**config.mk**
```make
export PLATFORM = sky130hd
export DESIGN_NAME = dmem_access_ctrl
export DESIGN_NICKNAME = d
export VERILOG_FILES = /design/src/rtl/cpu_pkg.sv /design/src/rtl/lsu_align.sv /design/src/rtl/dmem_access_ctrl.sv
export SDC_FILE = /design/constraint.sdc
export NUM_CORES = 1
export LEC_CHECK = 0
export CAP_MARGIN = 5
export CORE_ASPECT_RATIO = 1.4
export CORE_UTILIZATION = 25
export CTS_BUF_LIST = sky130_fd_sc_hd__clkbuf_8
export CTS_CLUSTER_SIZE = 40
export DETAILED_ROUTE_END_ITERATION = 6
export PLACE_DENSITY_LB_ADDON = 0.05
export SLEW_MARGIN = 20
export SYNTH_ARGS = -nofsm -noshare
export SYNTH_HDL_FRONTEND = slang
export SYNTH_HIERARCHICAL = 1
export SYNTH_SLANG_ARGS = --single-unit
```
**constraint.sdc**
```tcl
create_clock -name clk -period 5.26 [get_ports clk]
set_clock_uncertainty 0.1 [all_clocks]
set_input_delay 1.052 -clock clk [delete_from_list [all_inputs] [get_ports clk]]
set_output_delay 1.052 -clock clk [all_outputs]
set_load 0.01 [all_outputs]
```
**src/rtl/cpu_pkg.sv**
```systemverilog
// cpu_pkg: shared CPU constants and types.
//   F3_*          load/store funct3 size/sign encodings
//   dmem_state_t  data-memory access controller FSM states
package cpu_pkg;

    localparam logic [2:0] F3_B  = 3'b000;
    localparam logic [2:0] F3_H  = 3'b001;
    localparam logic [2:0] F3_W  = 3'b010;
    localparam logic [2:0] F3_BU = 3'b100;
    localparam logic [2:0] F3_HU = 3'b101;

    typedef enum logic [1:0] {
        IDLE = 2'd0,
        REQ  = 2'd1,
        RESP = 2'd2,
        DONE = 2'd3
    } dmem_state_t;

endpackage

```
**src/rtl/lsu_align.sv**
```systemverilog
// lsu_align: combinational byte-lane alignment for loads and stores.
//   funct3      access size/sign
//   offset      byte offset within the word (addr[1:0])
//   store_data  raw store data from the register file
//   read_word   word returned by data memory
//   wstrb       byte strobes for a store
//   wdata       store data replicated onto every lane it may land in
//   load_data   selected and sign/zero-extended load result
//   misalign    access crosses its natural alignment
module lsu_align
    import cpu_pkg::*;
(
    input  logic [2:0]  funct3,
    input  logic [1:0]  offset,
    input  logic [31:0] store_data,
    input  logic [31:0] read_word,
    output logic [3:0]  wstrb,
    output logic [31:0] wdata,
    output logic [31:0] load_data,
    output logic        misalign
);

    logic        is_b;
    logic        is_h;
    logic        sext;
    logic [7:0]  rbyte;
    logic [15:0] rhalf;

    // Only funct3[1:0] picks the size; the reserved codes 011/110/111 fall to word.
    always_comb begin
        is_b      = funct3[1:0] == F3_B[1:0];
        is_h      = funct3[1:0] == F3_H[1:0];
        sext      = ~funct3[2];
        rbyte     = read_word[{offset, 3'b000} +: 8];
        rhalf     = offset[1] ? read_word[31:16] : read_word[15:0];
        misalign  = is_h ? offset[0] : (!is_b && offset != 2'b00);
        wstrb     = is_b ? 4'b0001 << offset : is_h ? 4'b0011 << {offset[1], 1'b0} : 4'b1111;
        wdata     = is_b ? {4{store_data[7:0]}} : is_h ? {2{store_data[15:0]}} : store_data;
        load_data = is_b ? {{24{sext & rbyte[7]}}, rbyte}
                  : is_h ? {{16{sext & rhalf[15]}}, rhalf}
                  : read_word;
    end

endmodule

```
**src/rtl/dmem_access_ctrl.sv**
```systemverilog
// dmem_access_ctrl: MEM-stage data-memory access controller.
//   clk, rst                      clock, synchronous active-high reset
//   ex_mem_*                      EX/MEM register outputs (MemRead/MemWrite, funct3, address, store data)
//   D_core_wait                   freezes EX/MEM and upstream until the access completes
//   load_data                     extended load result for MEM/WB
//   misalign                      one-cycle pulse when a misaligned access is dropped
//   dm_req/we/addr/wstrb/wdata    valid/ready request channel to data memory
//   dm_ready                      request accepted
//   dm_rvalid, dm_rdata           response (read data or write ack)
module dmem_access_ctrl
    import cpu_pkg::*;
(
    input  logic        clk,
    input  logic        rst,
    input  logic        ex_mem_memread,
    input  logic        ex_mem_memwrite,
    input  logic [2:0]  ex_mem_funct3,
    input  logic [31:0] ex_mem_addr,
    input  logic [31:0] ex_mem_wdata,
    output logic        D_core_wait,
    output logic [31:0] load_data,
    output logic        misalign,
    output logic        dm_req,
    output logic        dm_we,
    output logic [31:0] dm_addr,
    output logic [3:0]  dm_wstrb,
    output logic [31:0] dm_wdata,
    input  logic        dm_ready,
    input  logic        dm_rvalid,
    input  logic [31:0] dm_rdata
);

    dmem_state_t state;
    logic [2:0]  f3_q;
    logic [1:0]  off_q;
    logic [2:0]  f3_sel;
    logic [1:0]  off_sel;
    logic [3:0]  strb;
    logic [31:0] wdat;
    logic [31:0] ext;
    logic        mis;
    logic        go;

    // One aligner serves both directions: it sees the live instruction in IDLE
    // (store lanes, misalign) and the latched size/offset afterwards (load extend).
    assign go          = ex_mem_memread | ex_mem_memwrite;
    assign f3_sel      = state == IDLE ? ex_mem_funct3 : f3_q;
    assign off_sel     = state == IDLE ? ex_mem_addr[1:0] : off_q;
    assign D_core_wait = (state == IDLE && go) || state == REQ || state == RESP;
    assign dm_req      = state == REQ;

    lsu_align u_align (
        .funct3     (f3_sel),
        .offset     (off_sel),
        .store_data (ex_mem_wdata),
        .read_word  (dm_rdata),
        .wstrb      (strb),
        .wdata      (wdat),
        .load_data  (ext),
        .misalign   (mis)
    );

    // DONE always returns to IDLE so the instruction still sitting in EX/MEM
    // during DONE cannot start a second access.
    always_ff @(posedge clk) begin
        if (rst) begin
            state     <= IDLE;
            misalign  <= 1'b0;
            dm_we     <= 1'b0;
            dm_addr   <= '0;
            dm_wstrb  <= '0;
            dm_wdata  <= '0;
            load_data <= '0;
            f3_q      <= '0;
            off_q     <= '0;
        end else begin
            misalign <= 1'b0;
            case (state)
                IDLE: if (go) begin
                    dm_we    <= ex_mem_memwrite;
                    dm_addr  <= {ex_mem_addr[31:2], 2'b00};
                    dm_wstrb <= ex_mem_memwrite ? strb : 4'b0000;
                    dm_wdata <= wdat;
                    f3_q     <= ex_mem_funct3;
                    off_q    <= ex_mem_addr[1:0];
                    misalign <= mis;
                    state    <= mis ? DONE : REQ;
                    if (mis) load_data <= '0;
                end
                REQ: if (dm_ready) state <= RESP;
                RESP: if (dm_rvalid) begin
                    if (!dm_we) load_data <= ext;
                    state <= DONE;
                end
                default: state <= IDLE;
            endcase
        end
    end

endmodule
```
==> flow_summary.yaml, run 1 <==
sta:
  tns_ns: 0
  slew_violations: 0
  clock.fmax_ghz: 0.254
  rsz0062_at_grt: "no"
  setup_viol: 0
  slew_headroom: 0.378
  worst_pin_slew_ns: 0.931
  layout_min_cycle_time_ns: 3.93
  finalCritPeriodShare: 0.747
  hold_violations: 0
critical_path:
  cp_max_fo: 8
  startpoint_type: "input port"
  criticalPathCategory: "input port to output port"
  cp-end-kind: "output port"
  required_ns: 4.11
  cp.arrival_ns: 2.78
placement:
  dp_hpwl_microns: 13300
  port-buffer-count: 206
  gp_congestion: 0.813
  postPlaceCellArea_sq_um: 7520
outcome:
  status: "finished clean"
logic_synthesis:
  synth_edf_count: 0
  ys_async_sr_fraction: 0
  synth_area_sq_um: 5500
  postSynthAreaPerCell_sq_um: 7.89
  yosys_warnings: 6
  synth_ff_type: "dfxtp_1"
  yosysUniqueCellTypes: 52
  seq_area_frac_synth: 0.390
  synth-seq-cells: 107
  syn_inst: 697
cells_and_area:
  final_cell_mix: "nand2_1 (215), clkdlybuf4s50_1 (205), dfxtp_1 (107)"
  drive_gt1_frac: 0.0865
  finalNetCount: 961
  n_fill_cell: 2219
  layout-area-overhead-vs-synth_pct: 40.8
  antenna_cells: 0
  final_common_cell: "nand2_1"
  final_area_sq_um: 7740
detailed_routing:
  remaining_drc_errors: 0
  wl_microns: 18700
  viasPerCell: 4.57
  vias: 5241
  postRouteAntennaNets: 0
  drtIter0Drc: 266
  drtPass1Iterations: 7
  routedWlPerCell_microns: 16.3
die:
  die_width_microns: 127
  start_util: 0.257
  row_count: 63
  core_area_sq_um: 21400
  dieHeight_microns: 177
  die-area_sq_um: 22600
  num_io_pins: 209
clock_network:
  cts_max_level: 3
  cts_tree: "built"
  clk_pin_slew_ns: 0.11
  cts-root-buf: "clkbuf_8"
  postCtsHoldBufs: 0
  clockBufferDepth: 2
  cts_buffers: 9
  cts_sinks: 107
  cts.repair.resized: 0
  postCtsSetupBuffers: 0
  clk_latency_ns: 0.39
grt:
  grt_pass1_vias: 5051
  grt_pass1_wl_microns: 28100
  grt_usage: 0.163
  grt_max_degree: 108
  overflow: 0
  antenna_found_initial: 0
power_and_ir_drop:
  cellPowerDensity_nw_per_um2: 445
  total_leakage_power_nw: 2.83
  vdd_drop_max_mv: 0.168
flow_run:
  maxCapViolCount: 0
hold_path:
  min_path_type: "register to register"
## cell families after synthesis
| family | count (synthesis) | synth area share |
|---|---|---|
| multiplexers | 38 | 0.0783 |
| adder cells (fa/ha/maj) | 6 | 0.0137 |
| AND/OR/NAND/NOR | 322 | 0.273 |
| buffers and inverters | 80 | 0.0894 |
| flip-flops | 107 | 0.390 |
| AO/OA/AOI/OAI | 143 | 0.155 |
| other | 1 | 0.000682 |
## power breakdown
part | switching (mW) | internal (mW)
Sequential | 0.0906 | 0.983
Combinational | 1.03 | 0.775
Clock | 0.333 | 0.235
## per-stage QoR
step	power [mW]	util	hold WS [ns]	cells	worst slack [ns]
after floorplan	2.31	-	0.334	698	2.16
after global placement	2.90	0.352	0.339	1131	1.33
after detailed placement	2.92	0.352	0.344	1131	1.23
after CTS	3.51	0.362	0.362	1147	1.32
after global routing	3.70	0.362	0.376	1147	1.26
final	3.45	0.362	0.359	1147	1.33
## routing by layer
| layer | vias to the layer above | part of all wire | track usage |
|---|---|---|---|
| met5 | - | 0 | 0 |
| met1 | 2397 | 0.46 | 0.209 |
| met4 | 0 | 0.018 | 0.0570 |
| li1 | 2654 | - | - |
| met3 | 20 | 0.047 | 0.0308 |
| met2 | 170 | 0.48 | 0.269 |
## cells in the mapped netlist, types with 4 or more instances
library cell  number  area (sq um)
mux2i_1           13           130
nand4_2            4          50.1
clkbuf_1          19          71.3
nor2_1            11          41.3
nand4b_1           7          61.3
nand3_2           11           110
a21oi_1          106           531
buf_6             15           169
inv_1              8          30.0
buf_2             21           105
buf_4             14           105
nand2_1          215           807
mux2_2            21           236
nand4_1            4          25.0
o21ai_0           13          65.1
dfxtp_1          107          2140
ha_1               6          75.1
nand3_1           46           230
## layout make-up
class                   count  area (sq um)  share of cell area
multi-input cells         511          2880               0.371
repair buffers            213          2120               0.273
clock buffers               9           124              0.0160
flip-flops and latches    107          2140               0.277
well taps                 292           365              0.0472
inverters                   8          30.0             0.00388
clock inverters             7          90.1              0.0116
## worst paths after layout
path                   endpoint  slack, ns  depth (start not counted)            start
hold / removal    load_data[14]       0.36                          2    load_data[14]
hold reg to reg   load_data[14]       0.36                          2    load_data[14]
setup reg to reg  load_data[31]       1.76                          9         state[0]
setup / recovery    D_core_wait       1.33                          5  ex_mem_memwrite
## state kept, by name (all words and copies together), names as in the netlist
register / count
dm_we: 1
misalign: 1
state: 2
dm_addr: 30
off_q: 2
load_data: 32
dm_wdata: 32
dm_wstrb: 4
f3_q: 3
## critical path: stages
cell and delay (ns):
clkdlybuf4s50_1 0.58, nor2_1 0.30, nor2b_4 0.06, or3_1 0.30, clkdlybuf4s50_1 0.48
Note: power is estimated with default switching activity, not from simulation.
==> run 2, diff against run 1 <==
==> constraint.sdc (replaced) <==
create_clock -name clk -period 3.5 [get_ports clk]
set_clock_uncertainty 0.1 [all_clocks]
set_input_delay 0.7 -clock clk [delete_from_list [all_inputs] [get_ports clk]]
set_output_delay 0.7 -clock clk [all_outputs]
set_load 0.01 [all_outputs]
==> flow_summary.yaml, run 2 (synthesis results as in run 1) <==
outcome:
  status: "finished clean"
critical_path:
  crit_end: "D_core_wait"
  startpoint_type: "input port"
  slowest_delay_ns: 0.50
  cp_max_fo: 3
  path_common_cell: "clkdlybuf4s50_1"
  rr_worst_depth: 9
  crit_start: "ex_mem_memread"
  crit_family: "buffers and inverters"
  required_ns: 2.70
  criticalPathCategory: "input port to output port"
  cp.arrival_ns: 2.31
  cp_slowest_cell: "clkdlybuf4s50_1"
  crit_chain: "clkdlybuf4s50_1 -> nor2_1 -> nor2b_4 -> or3_1 -> clkdlybuf4s50_1"
  cp-end-kind: "output port"
  cp_num_cells: 5
  regToRegEndpoint: "load_data[29]"
  r2r-start: "state[0]"
  ff2ff_setup_slack_ns: 0.55
  path_buf_inv: 2
power_and_ir_drop:
  total_leakage_power_nw: 2.89
  cellPowerDensity_nw_per_um2: 665
  vdd_drop_max_mv: 0.244
  total_power_mw: 5.22
flow_run:
  maxCapViolCount: 0
detailed_routing:
  viasPerCell: 4.64
  drtIter0Drc: 295
  routedWlPerCell_microns: 16.3
  drtPass1Iterations: 5
  remaining_drc_errors: 0
  vias: 5375
  postRouteAntennaNets: 0
  wl_microns: 18900
clock_network:
  cts-root-buf: "clkbuf_8"
  postCtsHoldBufs: 0
  cts_buffers: 9
  cts.repair.resized: 0
  cts_max_level: 3
  cts_sinks: 107
  clk_latency_ns: 0.38
  clk_pin_slew_ns: 0.10
  clockBufferDepth: 2
  postCtsSetupBuffers: 0
  cts_tree: "built"
sta:
  rsz0062_at_grt: "no"
  slew_violations: 0
  setup_viol: 0
  slew_headroom: 0.404
  layout_min_cycle_time_ns: 3.11
  fin_ws_ns: 0.386
  clock.fmax_ghz: 0.321
  hold_violations: 0
  tns_ns: 0
  finalCritPeriodShare: 0.890
  worst_pin_slew_ns: 0.894
cells_and_area:
  final_cell_mix: "nand2_1 (215), clkdlybuf4s50_1 (205), dfxtp_1 (107)"
  multi_input_area_sq_um: 2880
  top_regs: "dm_wdata: 32 flops, load_data: 32 flops, dm_addr: 30 flops"
  final_area_sq_um: 7850
  drive_gt1_frac: 0.0970
  antenna_cells: 0
  layout-area-overhead-vs-synth_pct: 42.7
  final_common_cell: "nand2_1"
  n_fill_cell: 2270
  finalNetCount: 972
  final-seq-area_sq_um: 2140
  fin_util: 0.367
placement:
  port-buffer-count: 206
  pre_cts_slack_ns: 0.370
  gp_congestion: 0.806
  postPlaceCellArea_sq_um: 7640
  dp_hpwl_microns: 13500
die:
  die_width_microns: 127
  num_io_pins: 209
  row_count: 63
  die-area_sq_um: 22600
  start_util: 0.257
  core_area_sq_um: 21400
  dieHeight_microns: 177
hold_path:
  min_path_type: "register to register"
grt:
  grt_pass1_wl_microns: 28500
  grt_max_degree: 74
  overflow: 0
  grt_usage: 0.163
  grt_pass1_vias: 5083
  antenna_found_initial: 0
run 2: cell count changes in the layout (fill, tap and decap cells not counted):
cell | previous run | this run
clkinvlp_4 | 0 | 1
clkinv_2 | 0 | 1
buf_6 | 1 | 0
inv_8 | 3 | 0
inv_6 | 2 | 1
buf_4 | 7 | 16
inv_1 | 8 | 9
buf_12 | 0 | 3
clkbuf_8 | 9 | 10
run 2: layer usage:
| metal | routed length, microns | vias to the layer above | track usage |
|---|---|---|---|
| met1 | 8680 | 2517 | 0.222 |
| met5 | 0 | - | 0 |
| met4 | 284 | 0 | 0.0526 |
| met2 | 9000 | 165 | 0.260 |
| li1 | - | 2680 | - |
| met3 | 899 | 13 | 0.0289 |
run 2: how the worst min path moves through the flow:
| stage | slack (ns) | end | cells after the start | start |
|---|---|---|---|---|
| after floorplan | 0.33 | f3_q[0] | 2 | f3_q[0] |
| after global placement | 0.34 | load_data[14] | 2 | load_data[14] |
| after detailed placement | 0.35 | dm_wdata[14] | 2 | dm_wdata[14] |
| after CTS | 0.36 | dm_wdata[14] | 2 | dm_wdata[14] |
| after global routing | 0.38 | load_data[16] | 2 | load_data[16] |
| final | 0.36 | f3_q[0] | 2 | f3_q[0] |
run 2: area by class of cell:
cell class / instances / share of cell area
flip-flops and latches: 107 / 0.273
inverters: 8 / 0.00383
clock buffers: 10 / 0.0175
multi-input cells: 511 / 0.366
repair buffers: 224 / 0.284
clock inverters: 6 / 0.00813
well taps: 292 / 0.0466
run 2: power by group:
| part | switching, mW | total, mW | internal [mW] | leakage, nW |
|---|---|---|---|---|
| logic | 1.56 | 2.80 | 1.24 | 1.91 |
| registers | 0.136 | 1.61 | 1.48 | 0.875 |
| clock network | 0.455 | 0.807 | 0.351 | 0.104 |
run 2: worst reg2reg max path, stage by stage (launching register included):
cell and delay, ns:
dfxtp_1 0.36, inv_1 0.14, ha_1 0.39, mux2_2 0.51, a21oi_1 0.15, nor2_1 0.10, o211a_4 0.17, o22ai_4 0.67
nand2_1 0.12, a21oi_1 0.16
run 2: through the flow:
stage,cells,hold slack [ns]
after floorplan,698,0.334
after global placement,1142,0.340
after detailed placement,1142,0.346
after CTS,1158,0.361
after global routing,1158,0.376
final,1158,0.358
==> run 3, diff against run 2 <==
--- a/config.mk
+++ b/config.mk
@@ -5,10 +5,12 @@
 export SDC_FILE = /design/constraint.sdc
 export NUM_CORES = 1
 export LEC_CHECK = 0
+export ABC_CLOCK_PERIOD_IN_PS = 3500
 export CAP_MARGIN = 5
 export CORE_ASPECT_RATIO = 1.4
 export CORE_UTILIZATION = 25
 export CTS_BUF_LIST = sky130_fd_sc_hd__clkbuf_8
+export CTS_CLUSTER_DIAMETER = 120
 export CTS_CLUSTER_SIZE = 40
 export DETAILED_ROUTE_END_ITERATION = 6
 export PLACE_DENSITY_LB_ADDON = 0.05
==> results of run 3 <==
Same layout as run 2: the final DEF is identical, and so are final timing and power.
